File: src/rtl/alu_issue_ctrl.sv
`default_nettype none
// ============================================================================
// Module   : alu_issue_ctrl
// Purpose  : Issue controller sitting between an operation request stream and
//            four execution units (arithmetic, logic, compare, shift). It
//            accepts one operation at a time, registers the operands toward
//            the units, enables the selected unit, captures the unit's
//            OR-combined flag/result and presents it on a result handshake.
// Revision : 1.0 - initial release
// ----------------------------------------------------------------------------
// Ports
//   CLK, RST            : clock (rising edge), synchronous active-high reset
//   IN_VALID/IN_READY   : request handshake (IN_READY high only when idle)
//   A_IN, B_IN, ALU_FUN : operands and 4-bit opcode ([3:2] unit, [1:0] func)
//   ARITH_EN, LOGIC_EN,
//   CMP_EN, SHIFT_EN    : one-hot unit enable while executing
//   ALU_FUN_UNIT, A_OUT,
//   B_OUT               : registered operation presented to the units
//   UNIT_FLAG,
//   UNIT_RESULT         : OR-combined completion flag/result from the units
//   RES_VALID/RES_READY : result handshake
//   RES_OUT, RES_ERR    : captured result and timeout error indication
// ----------------------------------------------------------------------------
// Build option
//   ALU_ISSUE_TIMEOUT_EN : when defined, an 8-bit execute-cycle counter ends
//                          an operation after TIMEOUT_CYCLES cycles without a
//                          flag (RES_OUT=0, RES_ERR=1). When undefined the
//                          controller waits indefinitely and RES_ERR is 0.
// ============================================================================
module alu_issue_ctrl #(
    parameter int A_width        = 16,
    parameter int B_width        = 16,
    parameter int OUT_width      = A_width,
    parameter int TIMEOUT_CYCLES = 16
) (
    input  logic                 CLK,
    input  logic                 RST,
    input  logic                 IN_VALID,
    output logic                 IN_READY,
    input  logic [A_width-1:0]   A_IN,
    input  logic [B_width-1:0]   B_IN,
    input  logic [3:0]           ALU_FUN,
    output logic                 ARITH_EN,
    output logic                 LOGIC_EN,
    output logic                 CMP_EN,
    output logic                 SHIFT_EN,
    output logic [1:0]           ALU_FUN_UNIT,
    output logic [A_width-1:0]   A_OUT,
    output logic [B_width-1:0]   B_OUT,
    input  logic                 UNIT_FLAG,
    input  logic [OUT_width-1:0] UNIT_RESULT,
    output logic                 RES_VALID,
    input  logic                 RES_READY,
    output logic [OUT_width-1:0] RES_OUT,
    output logic                 RES_ERR
);

    typedef enum logic [1:0] {
        IDLE = 2'd0,
        EXEC = 2'd1,
        DONE = 2'd2
    } state_t;

    state_t                 r_state;
    state_t                 w_next_state;

    logic                   w_accept;
    logic                   w_capture;
    logic                   w_expire;
    logic                   w_exec_expired;

    logic [A_width-1:0]     r_a_out;
    logic [B_width-1:0]     r_b_out;
    logic [1:0]             r_fun_unit;
    logic [1:0]             r_unit_sel;
    logic                   r_first_exec;
    logic [OUT_width-1:0]   r_res_out;

    // Parameter sanity: the execute limit must fit the 8-bit counter and
    // leave at least one flag-eligible cycle after the first one.
    always_ff @(posedge CLK) begin
        if (RST) begin
            assert (TIMEOUT_CYCLES >= 2 && TIMEOUT_CYCLES <= 255)
                else $error("alu_issue_ctrl: TIMEOUT_CYCLES out of range");
        end
    end

    // ------------------------------------------------------------------
    // State register
    // ------------------------------------------------------------------
    always_ff @(posedge CLK) begin
        if (RST) begin
            r_state <= IDLE;
        end else begin
            r_state <= w_next_state;
        end
    end

    // ------------------------------------------------------------------
    // Next-state and output decode
    // ------------------------------------------------------------------
    always_comb begin
        w_next_state = r_state;
        w_accept     = 1'b0;
        w_capture    = 1'b0;
        w_expire     = 1'b0;
        IN_READY     = 1'b0;
        RES_VALID    = 1'b0;
        ARITH_EN     = 1'b0;
        LOGIC_EN     = 1'b0;
        CMP_EN       = 1'b0;
        SHIFT_EN     = 1'b0;

        case (r_state)
            IDLE: begin
                IN_READY = 1'b1;
                if (IN_VALID) begin
                    w_accept     = 1'b1;
                    w_next_state = EXEC;
                end
            end

            EXEC: begin
                ARITH_EN = (r_unit_sel == 2'b00);
                LOGIC_EN = (r_unit_sel == 2'b01);
                CMP_EN   = (r_unit_sel == 2'b10);
                SHIFT_EN = (r_unit_sel == 2'b11);
                // The units register one cycle after their enable, so a flag
                // seen in the first execute cycle is stale from an earlier
                // operation. A flag always beats the timeout on the last cycle.
                if (!r_first_exec && UNIT_FLAG) begin
                    w_capture    = 1'b1;
                    w_next_state = DONE;
                end else if (w_exec_expired) begin
                    w_expire     = 1'b1;
                    w_next_state = DONE;
                end
            end

            DONE: begin
                RES_VALID = 1'b1;
                // Returning to IDLE here (not accepting) keeps one free cycle
                // between the consumed result and the next request.
                if (RES_READY) begin
                    w_next_state = IDLE;
                end
            end

            default: begin
                w_next_state = IDLE;
            end
        endcase
    end

    // ------------------------------------------------------------------
    // Operation and result registers
    // ------------------------------------------------------------------
    always_ff @(posedge CLK) begin
        if (RST) begin
            r_a_out      <= '0;
            r_b_out      <= '0;
            r_fun_unit   <= '0;
            r_unit_sel   <= '0;
            r_first_exec <= 1'b0;
            r_res_out    <= '0;
        end else begin
            if (w_accept) begin
                r_a_out      <= A_IN;
                r_b_out      <= B_IN;
                r_fun_unit   <= ALU_FUN[1:0];
                r_unit_sel   <= ALU_FUN[3:2];
                r_first_exec <= 1'b1;
            end else if (r_state == EXEC) begin
                r_first_exec <= 1'b0;
            end

            if (w_capture) begin
                r_res_out <= UNIT_RESULT;
            end else if (w_expire) begin
                r_res_out <= '0;
            end
        end
    end

`ifdef ALU_ISSUE_TIMEOUT_EN
    // Count value on the last allowed execute cycle: the counter is 0 during
    // the first execute cycle, so the limit is reached at TIMEOUT_CYCLES-1.
    localparam logic [7:0] C_TIMEOUT_LAST = 8'(TIMEOUT_CYCLES - 1);

    logic [7:0] r_exec_cnt;
    logic       r_res_err;

    assign w_exec_expired = (r_exec_cnt == C_TIMEOUT_LAST);

    always_ff @(posedge CLK) begin
        if (RST) begin
            r_exec_cnt <= '0;
        end else if (w_accept) begin
            r_exec_cnt <= '0;
        end else if (r_state == EXEC) begin
            r_exec_cnt <= r_exec_cnt + 8'd1;
        end
    end

    always_ff @(posedge CLK) begin
        if (RST) begin
            r_res_err <= 1'b0;
        end else if (w_capture) begin
            r_res_err <= 1'b0;
        end else if (w_expire) begin
            r_res_err <= 1'b1;
        end
    end

    assign RES_ERR = r_res_err;
`else
    assign w_exec_expired = 1'b0;
    assign RES_ERR        = 1'b0;
`endif

    assign A_OUT        = r_a_out;
    assign B_OUT        = r_b_out;
    assign ALU_FUN_UNIT = r_fun_unit;
    assign RES_OUT      = r_res_out;

endmodule
`default_nettype wire
File: config.mk
export PLATFORM = sky130hd
export DESIGN_NAME = alu_issue_ctrl
export DESIGN_NICKNAME = d
export VERILOG_FILES = /design/src/rtl/alu_issue_ctrl.sv
export SDC_FILE = /design/constraint.sdc
export NUM_CORES = 1
export LEC_CHECK = 0
export CAP_MARGIN = 40
export CORE_MARGIN = 8
export CORE_UTILIZATION = 45
export CTS_BUF_LIST = sky130_fd_sc_hd__clkbuf_8 sky130_fd_sc_hd__clkbuf_16
export DETAILED_ROUTE_END_ITERATION = 8
export PLACE_DENSITY_LB_ADDON = 0.12
export SYNTH_ARGS = -nofsm -noshare
export SYNTH_HDL_FRONTEND = slang
export SYNTH_SLANG_ARGS = --single-unit
export TNS_END_PERCENT = 30
File: constraint.sdc
create_clock -name CLK -period 2.2 [get_ports CLK]
set_clock_uncertainty 0.15 [all_clocks]
set_input_delay 0.44 -clock CLK [delete_from_list [all_inputs] [get_ports CLK]]
set_output_delay 0.44 -clock CLK [all_outputs]
set_load 0.05 [all_outputs]
* After elaboration in Yosys (flattened, before gate mapping)
Cells that the tools add are included.
Storage, ports and cells: bits in registers 55, input port bits 57, output and inout bits 57, logic and storage cells 38
Operators by class: equal/unequal tests 8, muxes and demuxes 17, reductions and logical operators 6
Operators with widths (count):
- 2-to-1 mux 16 bit | 1
- 2-to-1 mux 1 bit | 12
- == test 2 bit (second input constant) | 3
- 2-to-1 mux 2 bit | 3
- inequality test 2 bit (second input constant) | 3
- case mux 2 bit (3 select lines) | 1
- == test 2 x 1 -> 1 bit (second input constant) | 2
- zero test 2 bit | 2
- AND reduction 3 bit | 1
- nonzero test 2 bit | 1
- logical AND 1 bit | 1
- zero test 1 bit | 1

* Logic depth before layout (Yosys ltp)
Gate-level depths: netlist of run 1.
depth in word-level cells 5, depth in mapped cells 4, depth with buffers taken out 2

* Worst setup path before layout of run 1
OpenSTA, ideal clock, no wires.
kind register to output, start point register r_state[0], end point output port ARITH_EN, arrival time 1.744 ns, required time 1.610 ns, path slack -0.134 ns, cell stages (with the launch flop) 3, buffers on the path 0, path through dfxtp_1 > and2b_1 > nor3b_1
Between the ends: word-level cells in the longest chain between the ends 2
RTL lines:
- start: declaration | line 64 | state_t r_state;
- start signal: assignment | line 95 | r_state <= w_next_state;
- == test 2 x 1 -> 1 bit | line 114 | case (r_state)
- 2-to-1 mux 1 bit | line 114
- end: declaration | line 43 | output logic ARITH_EN,
Every way passes these cells.

* Worst setup path after layout of run 1
start point register r_res_out[7] (netlist: RES_OUT[7]), end point output port RES_OUT[7]
RTL lines:
- start: declaration | line 77 | logic [OUT_width-1:0] r_res_out;
- start signal: assignment | line 165 | r_res_out <= '0;
- start signal: assignment | line 178 | r_res_out <= UNIT_RESULT;
- start signal: assignment | line 180 | r_res_out <= '0;
- end: declaration | line 54 | output logic [OUT_width-1:0] RES_OUT,
No word-level cell between the ends.

==> impl_metrics.env, run 1 <==
export IMPL_ctsHoldBuffers=0
export IMPL_synthCells=247
export IMPL_critPathLaunchType="flip-flop"
export IMPL_status="complete, no violations"
export IMPL_syn2layout_area_growth_pct=52.03
export IMPL_cts_tree="done"
export IMPL_cpMaxStageDelayCell="clkdlybuf4s50_1"
export IMPL_dp_hpwl_um=4449
export IMPL_multi_input_area_sq_mm=0.001304
export IMPL_die_w_um=91.02
export IMPL_maxCapViolations=0
export IMPL_clk_latency_ns=0.31
export IMPL_pwr_share_clk_pct=30.2
export IMPL_seqCellArea_sq_mm=0.001101
export IMPL_async_reset_ff_share_pct=0
export IMPL_worstHoldEndpoint="B_OUT[6]"
export IMPL_r2r_start="r_state[1]"
export IMPL_layout_drive_gt1_share_pct=5.949
export IMPL_netlist_area_leader_share_pct=43.48
export IMPL_grt_pass1_wl_um=9901
export IMPL_slowest_delay_ns=0.82
export IMPL_syn_area_per_cell_sq_um=10.25
export IMPL_hold_slack_ns=0.3252
export IMPL_synth_most_common_cell="nand2b_1"
export IMPL_p_leak_uw=0.001465
export IMPL_netlist_area_sq_mm=0.002532
export IMPL_seq_power_share_pct=42.9
export IMPL_worstSetupPathType="reg -> out"
export IMPL_die_h_um=91.02
export IMPL_critical_path_cell_chain="clkdlybuf4s50_1"
export IMPL_cts_buffers_inserted=5
export IMPL_port_buffers=112
export IMPL_hp_class="reg -> reg"
export IMPL_gr_usage_all_layers_pct=14.40
export IMPL_grt_pass1_vias=2016
export IMPL_fill_cells=425
export IMPL_worstHoldStart="B_OUT[6]"
export IMPL_rsz0062_at_grt="false"
export IMPL_r2r_end="B_OUT[3]"
export IMPL_cts_resized=0
export IMPL_drtIter0Drc=53
export IMPL_reg2regPathDepth=3
export IMPL_post_cts_setup_buffers=0
export IMPL_cts_clk_slew_worst_paths_ns=0.10
export IMPL_cts_buffer_depth=2
export IMPL_ys_top_cells_by_count="105 x nand2b_1, 55 x dfxtp_1, 52 x mux2i_1"
export IMPL_gp_congestion=0.6849
export IMPL_root_buffer="clkbuf_8"
export IMPL_cp_required_ns=1.61
export IMPL_route_detailed_drc=0
export IMPL_worstHoldPathCells=2
export IMPL_ir_drop_v=0.0003335
export IMPL_critPathCaptureType="primary output"
export IMPL_netlist_top_cells_area="dfxtp_1 43%, nand2b_1 26%, mux2i_1 21%, buf_8 1.8%, clkbuf_1 1.5%"
export IMPL_p_switching_uw=741.3
export IMPL_synth_enable_flop_cells=0
export IMPL_final_max_slew_viol_count=0
export IMPL_path_buf_inv=1
export IMPL_drtAntennaViolNets=0
export IMPL_vias=1931
export IMPL_yosysTopAreaCell="dfxtp_1"
export IMPL_p_per_area_mw_per_mm2=667.0
export IMPL_combinationalPowerShare_pct=26.9
export IMPL_die_area_sq_mm=0.008284
export IMPL_avgRoutedWirePerCell_um=14.33
export IMPL_tightest_slew_ns=0.5302
export IMPL_ys_seq_elements=55
export IMPL_p_int_uw=1827
export IMPL_initial_core_util_pct=46.27
export IMPL_clock_fmax_mhz=479.9
export IMPL_cts_htree_levels=2
export IMPL_cts_sinks=55
export IMPL_antenna_found_initial=0
export IMPL_cp_arrival_ns=1.49
export IMPL_crit_fanout=2
export IMPL_grt_overflow=0
export IMPL_drtPass1Iterations=4
export IMPL_timing_final_crit_share_pct=94.72
export IMPL_coreArea_sq_mm=0.005473
export IMPL_grt_max_degree=108
export IMPL_swShare_pct=28.87
export IMPL_fin_nets=409
export IMPL_wirelength_um=6089
export IMPL_via_per_inst=4.544
export IMPL_synthesis_nets=304
export IMPL_setup_viol=0
export IMPL_core_rowCount=27
export IMPL_yosysUniqueCellTypes=21
export IMPL_critical_path_top_delay_family="buffers and inverters"
export IMPL_ios=114
export IMPL_fin_setup_tns_ns=0
export IMPL_antenna_cells=0
export IMPL_reg2reg_slack_ns=0.78
export IMPL_slew_headroom_pct=64.54
export IMPL_ys_warn_count=0
export IMPL_min_period_ns=2.084
export IMPL_synth_seq_area_share_pct=43.48
export IMPL_hold_violations=0
export IMPL_ys_flop_type="dfxtp_1"
==> stage by stage <==
step	power [uW]	std cells	utilization [%]	worst slack, ns	cell area, sq um
6_report	2568	425	70.35	0.1161	3850
5_1_grt	2684	425	70.35	0.06077	3850
4_1_cts	2603	425	70.35	0.1047	3850
3_5_place_dp	1822	417	67.92	0.2389	3717
3_3_place_gp	1812	417	67.92	0.3218	3717
2_1_floorplan	1557	247	-	0.3662	2537
==> sequential cells by signal, summed over array words and instances, names as in the netlist <==
name / count
A_OUT: 16
B_OUT: 16
RES_OUT: 16
ALU_FUN_UNIT: 2
r_state: 2
r_unit_sel: 2
r_first_exec: 1
==> kinds of logic (layout without fill, tap and decap cells) <==
family | Yosys count | count (layout) | synth area share, %
buffers and inverters | 19 | 125 | 5.434
DFF | 55 | 55 | 43.48
muxes | 52 | 52 | 20.55
and+or+nand+nor | 118 | 118 | 29.69
other | 1 | 1 | 0.1481
AOI/OAI and AO/OA | 2 | 2 | 0.6918
==> cell usage in the layout (no fill, tap or decap), types with 2 or more instances in the layout <==
master,synthesis,final
nor2_1,2,2
buf_4,2,3
inv_1,1,2
nor3b_2,0,2
mux2i_1,52,52
dfxtp_1,55,55
nand2b_1,105,105
buf_12,1,7
clkdlybuf4s50_1,0,105
and3b_1,3,3
bufinv_16,0,2
clkbuf_8,0,5
==> how the worst max path moves through the flow <==
stage                      from           to  slack [ns]  depth (start not counted)
finish               RES_OUT[7]   RES_OUT[7]        0.12                          1
global route        RES_OUT[15]  RES_OUT[15]        0.06                          1
CTS                  RES_OUT[7]   RES_OUT[7]        0.10                          1
detailed placement     IN_VALID     B_OUT[3]        0.24                          4
global placement       IN_VALID     B_OUT[0]        0.32                          4
floorplan            r_state[0]     ARITH_EN        0.37                          2
==> layer usage <==
metal / GRT usage (%) / vias to the layer above / wire length [um]
met5: 0 / - / 0
met4: 3.274 / 0 / 48
met3: 7.819 / 6 / 658
met2: 22.67 / 69 / 2715
met1: 16.78 / 856 / 2667
li1: - / 1000 / -
==> power by group through the flow <==
stage	clock network (uW)	registers, uW	logic [uW]
after floorplan	0	1320	233
after global placement	0	1120	689
after detailed placement	0	1120	698
after CTS	800	1100	701
after global routing	844	1110	730
final	774	1100	692
==> layout make-up <==
| class | instances | share of cell area [%] |
|---|---|---|
| multi-input cells | 173 | 33.86 |
| repair buffers | 116 | 31.65 |
| flip-flops and latches | 55 | 28.60 |
| well taps | 72 | 2.340 |
| clock buffers | 5 | 1.787 |
| clock inverters | 3 | 1.657 |
| inverters | 1 | 0.09750 |
No activity file was read; power rests on OpenSTA's default activity.
==> inputs of run 2 (changes only) <==
- SLEW_MARGIN: not set -> 20
==> results of run 2 <==
No change in the layout: final DEF, timing and power equal those of run 1.
==> inputs of run 3 (changes only) <==
- CORE_UTILIZATION: 45 -> 55
- DONT_BUFFER_PORTS: not set -> 1
- TNS_END_PERCENT: 30 -> 10
==> impl_metrics.env, run 3 (synthesis gave the netlist of run 1 again) <==
export IMPL_ios=114
export IMPL_post_cts_setup_buffers=0
export IMPL_setup_viol=0
export IMPL_fin_setup_tns_ns=0
export IMPL_drtAntennaViolNets=0
export IMPL_maxCapViolations=0
export IMPL_p_per_area_mw_per_mm2=867.5
export IMPL_initial_core_util_pct=57.76
export IMPL_place_area_sq_mm=0.002519
export IMPL_cp_required_ns=1.61
export IMPL_antenna_found_initial=0
export IMPL_cts_clk_slew_worst_paths_ns=0.09
export IMPL_slew_headroom_pct=63.91
export IMPL_gr_usage_all_layers_pct=14.00
export IMPL_die_w_um=83.86
export IMPL_p_leak_uw=0.001026
export IMPL_rsz0062_at_grt="false"
export IMPL_grt_max_degree=108
export IMPL_fin_nets=299
export IMPL_grt_pass1_vias=1621
export IMPL_wirelength_um=5193
export IMPL_seq_power_share_pct=57.3
export IMPL_final_max_slew_viol_count=0
export IMPL_coreArea_sq_mm=0.004384
export IMPL_p_switching_uw=671.3
export IMPL_slowest_delay_ns=0.50
export IMPL_critPathCaptureType="primary output"
export IMPL_antenna_cells=0
export IMPL_cts_tree="done"
export IMPL_min_period_ns=2.102
export IMPL_grt_overflow=0
export IMPL_hold_slack_ns=0.06197
export IMPL_critPathLaunchType="flip-flop"
export IMPL_port_buffers=0
export IMPL_cts_sinks=55
export IMPL_clock_fmax_mhz=475.7
export IMPL_tightest_slew_ns=0.5406
export IMPL_hold_violations=0
export IMPL_gp_congestion=0.7194
export IMPL_critical_path_cell_chain="and2b_1, and3_1"
export IMPL_timing_final_crit_share_pct=95.55
export IMPL_ctsHoldBuffers=0
export IMPL_cts_buffers_inserted=5
export IMPL_layout_drive_gt1_share_pct=6.996
export IMPL_hp_class="in -> reg"
export IMPL_cp_arrival_ns=1.51
export IMPL_clk_latency_ns=0.30
export IMPL_worstHoldPathCells=1
export IMPL_crit_fanout=8
export IMPL_mostFrequentLayoutCells="105 x nand2b_1, 55 x dfxtp_1, 52 x mux2i_1"
export IMPL_pwr_share_clk_pct=32.9
export IMPL_final_common_cell="nand2b_1"
export IMPL_via_per_inst=5.359
export IMPL_root_buffer="clkbuf_8"
export IMPL_swShare_pct=29.17
export IMPL_dp_hpwl_um=3886
export IMPL_cpMaxStageDelayCell="and3_1"
export IMPL_reg2regPathDepth=3
export IMPL_die_h_um=83.86
export IMPL_die_area_sq_mm=0.007032
export IMPL_p_int_uw=1630
export IMPL_cts_buffer_depth=2
export IMPL_finalInstanceArea_sq_mm=0.002653
export IMPL_status="complete, no violations"
export IMPL_cts_htree_levels=2
export IMPL_grt_pass1_wl_um=8135
export IMPL_combinationalPowerShare_pct=9.9
export IMPL_avgRoutedWirePerCell_um=17.60
export IMPL_ir_drop_v=0.0004919
export IMPL_drtPass1Iterations=4
export IMPL_syn2layout_area_growth_pct=4.743
export IMPL_core_rowCount=24
export IMPL_worstSetupPathType="reg -> out"
export IMPL_cts_resized=0
export IMPL_vias=1581
export IMPL_route_detailed_drc=0
export IMPL_drtIter0Drc=35
==> run 3: changes by cell type in the layout (fill, tap and decap cells not counted) <==
cell,before,now
clkdlybuf4s50_1,105,0
buf_12,7,0
buf_4,3,6
and3b_1,3,2
and3b_2,0,1
buf_2,1,0
==> run 3: path summary, 6_finish.rpt <==
| check | startpoint | to | slack, ns |
|---|---|---|---|
| max | r_state[0] | SHIFT_EN | 0.1 |
| min | RST | r_first_exec | 0.06 |
| max reg2reg | r_state[1] | A_OUT[10] | 0.72 |
| min reg2reg | r_first_exec | r_first_exec | 0.32 |
==> run 3: critical path, delay by kind of cell (launching register included) <==
family	cells	cell delay, ns
simple gates	2	0.75
flops	1	0.46
==> run 3: layout make-up <==
class | instances | area, sq um
clock buffers | 5 | 68.82
clock inverters | 3 | 63.81
well taps | 52 | 65.06
fillers | 379 | 1732
flip-flops and latches | 55 | 1101
repair buffers | 6 | 45.04
multi-input cells | 173 | 1305
inverters | 1 | 3.754
==> run 3: per-stage QoR <==
stage               util [%]  cells  setup slack [ns]  total power [uW]
finish                 60.50    295           0.09790              2301
detailed placement     57.45    287            0.4255              1575
CTS                    60.47    295           0.07720              2336
global placement       57.45    287            0.4715              1562
global route           60.50    295           0.01503              2395
floorplan                  -    247            0.3662              1557
==> run 3: metal layers <==
| metal | vias to the layer above | global-route usage (%) | share of wire [%] |
|---|---|---|---|
| met4 | 0 | 4.239 | 1.0 |
| met1 | 721 | 15.40 | 40 |
| met5 | - | 0 | 0 |
| li1 | 781 | - | - |
| met3 | 7 | 7.813 | 12 |
| met2 | 72 | 22.39 | 47 |
==> run 3: power groups by stage <==
| stage | Sequential, uW | Combinational, uW | Clock [uW] |
|---|---|---|---|
| after floorplan | 1320 | 233 | 0 |
| after global placement | 1340 | 221 | 0 |
| after detailed placement | 1340 | 231 | 0 |
| after CTS | 1320 | 231 | 784 |
| after global routing | 1330 | 246 | 820 |
| final | 1320 | 227 | 756 |
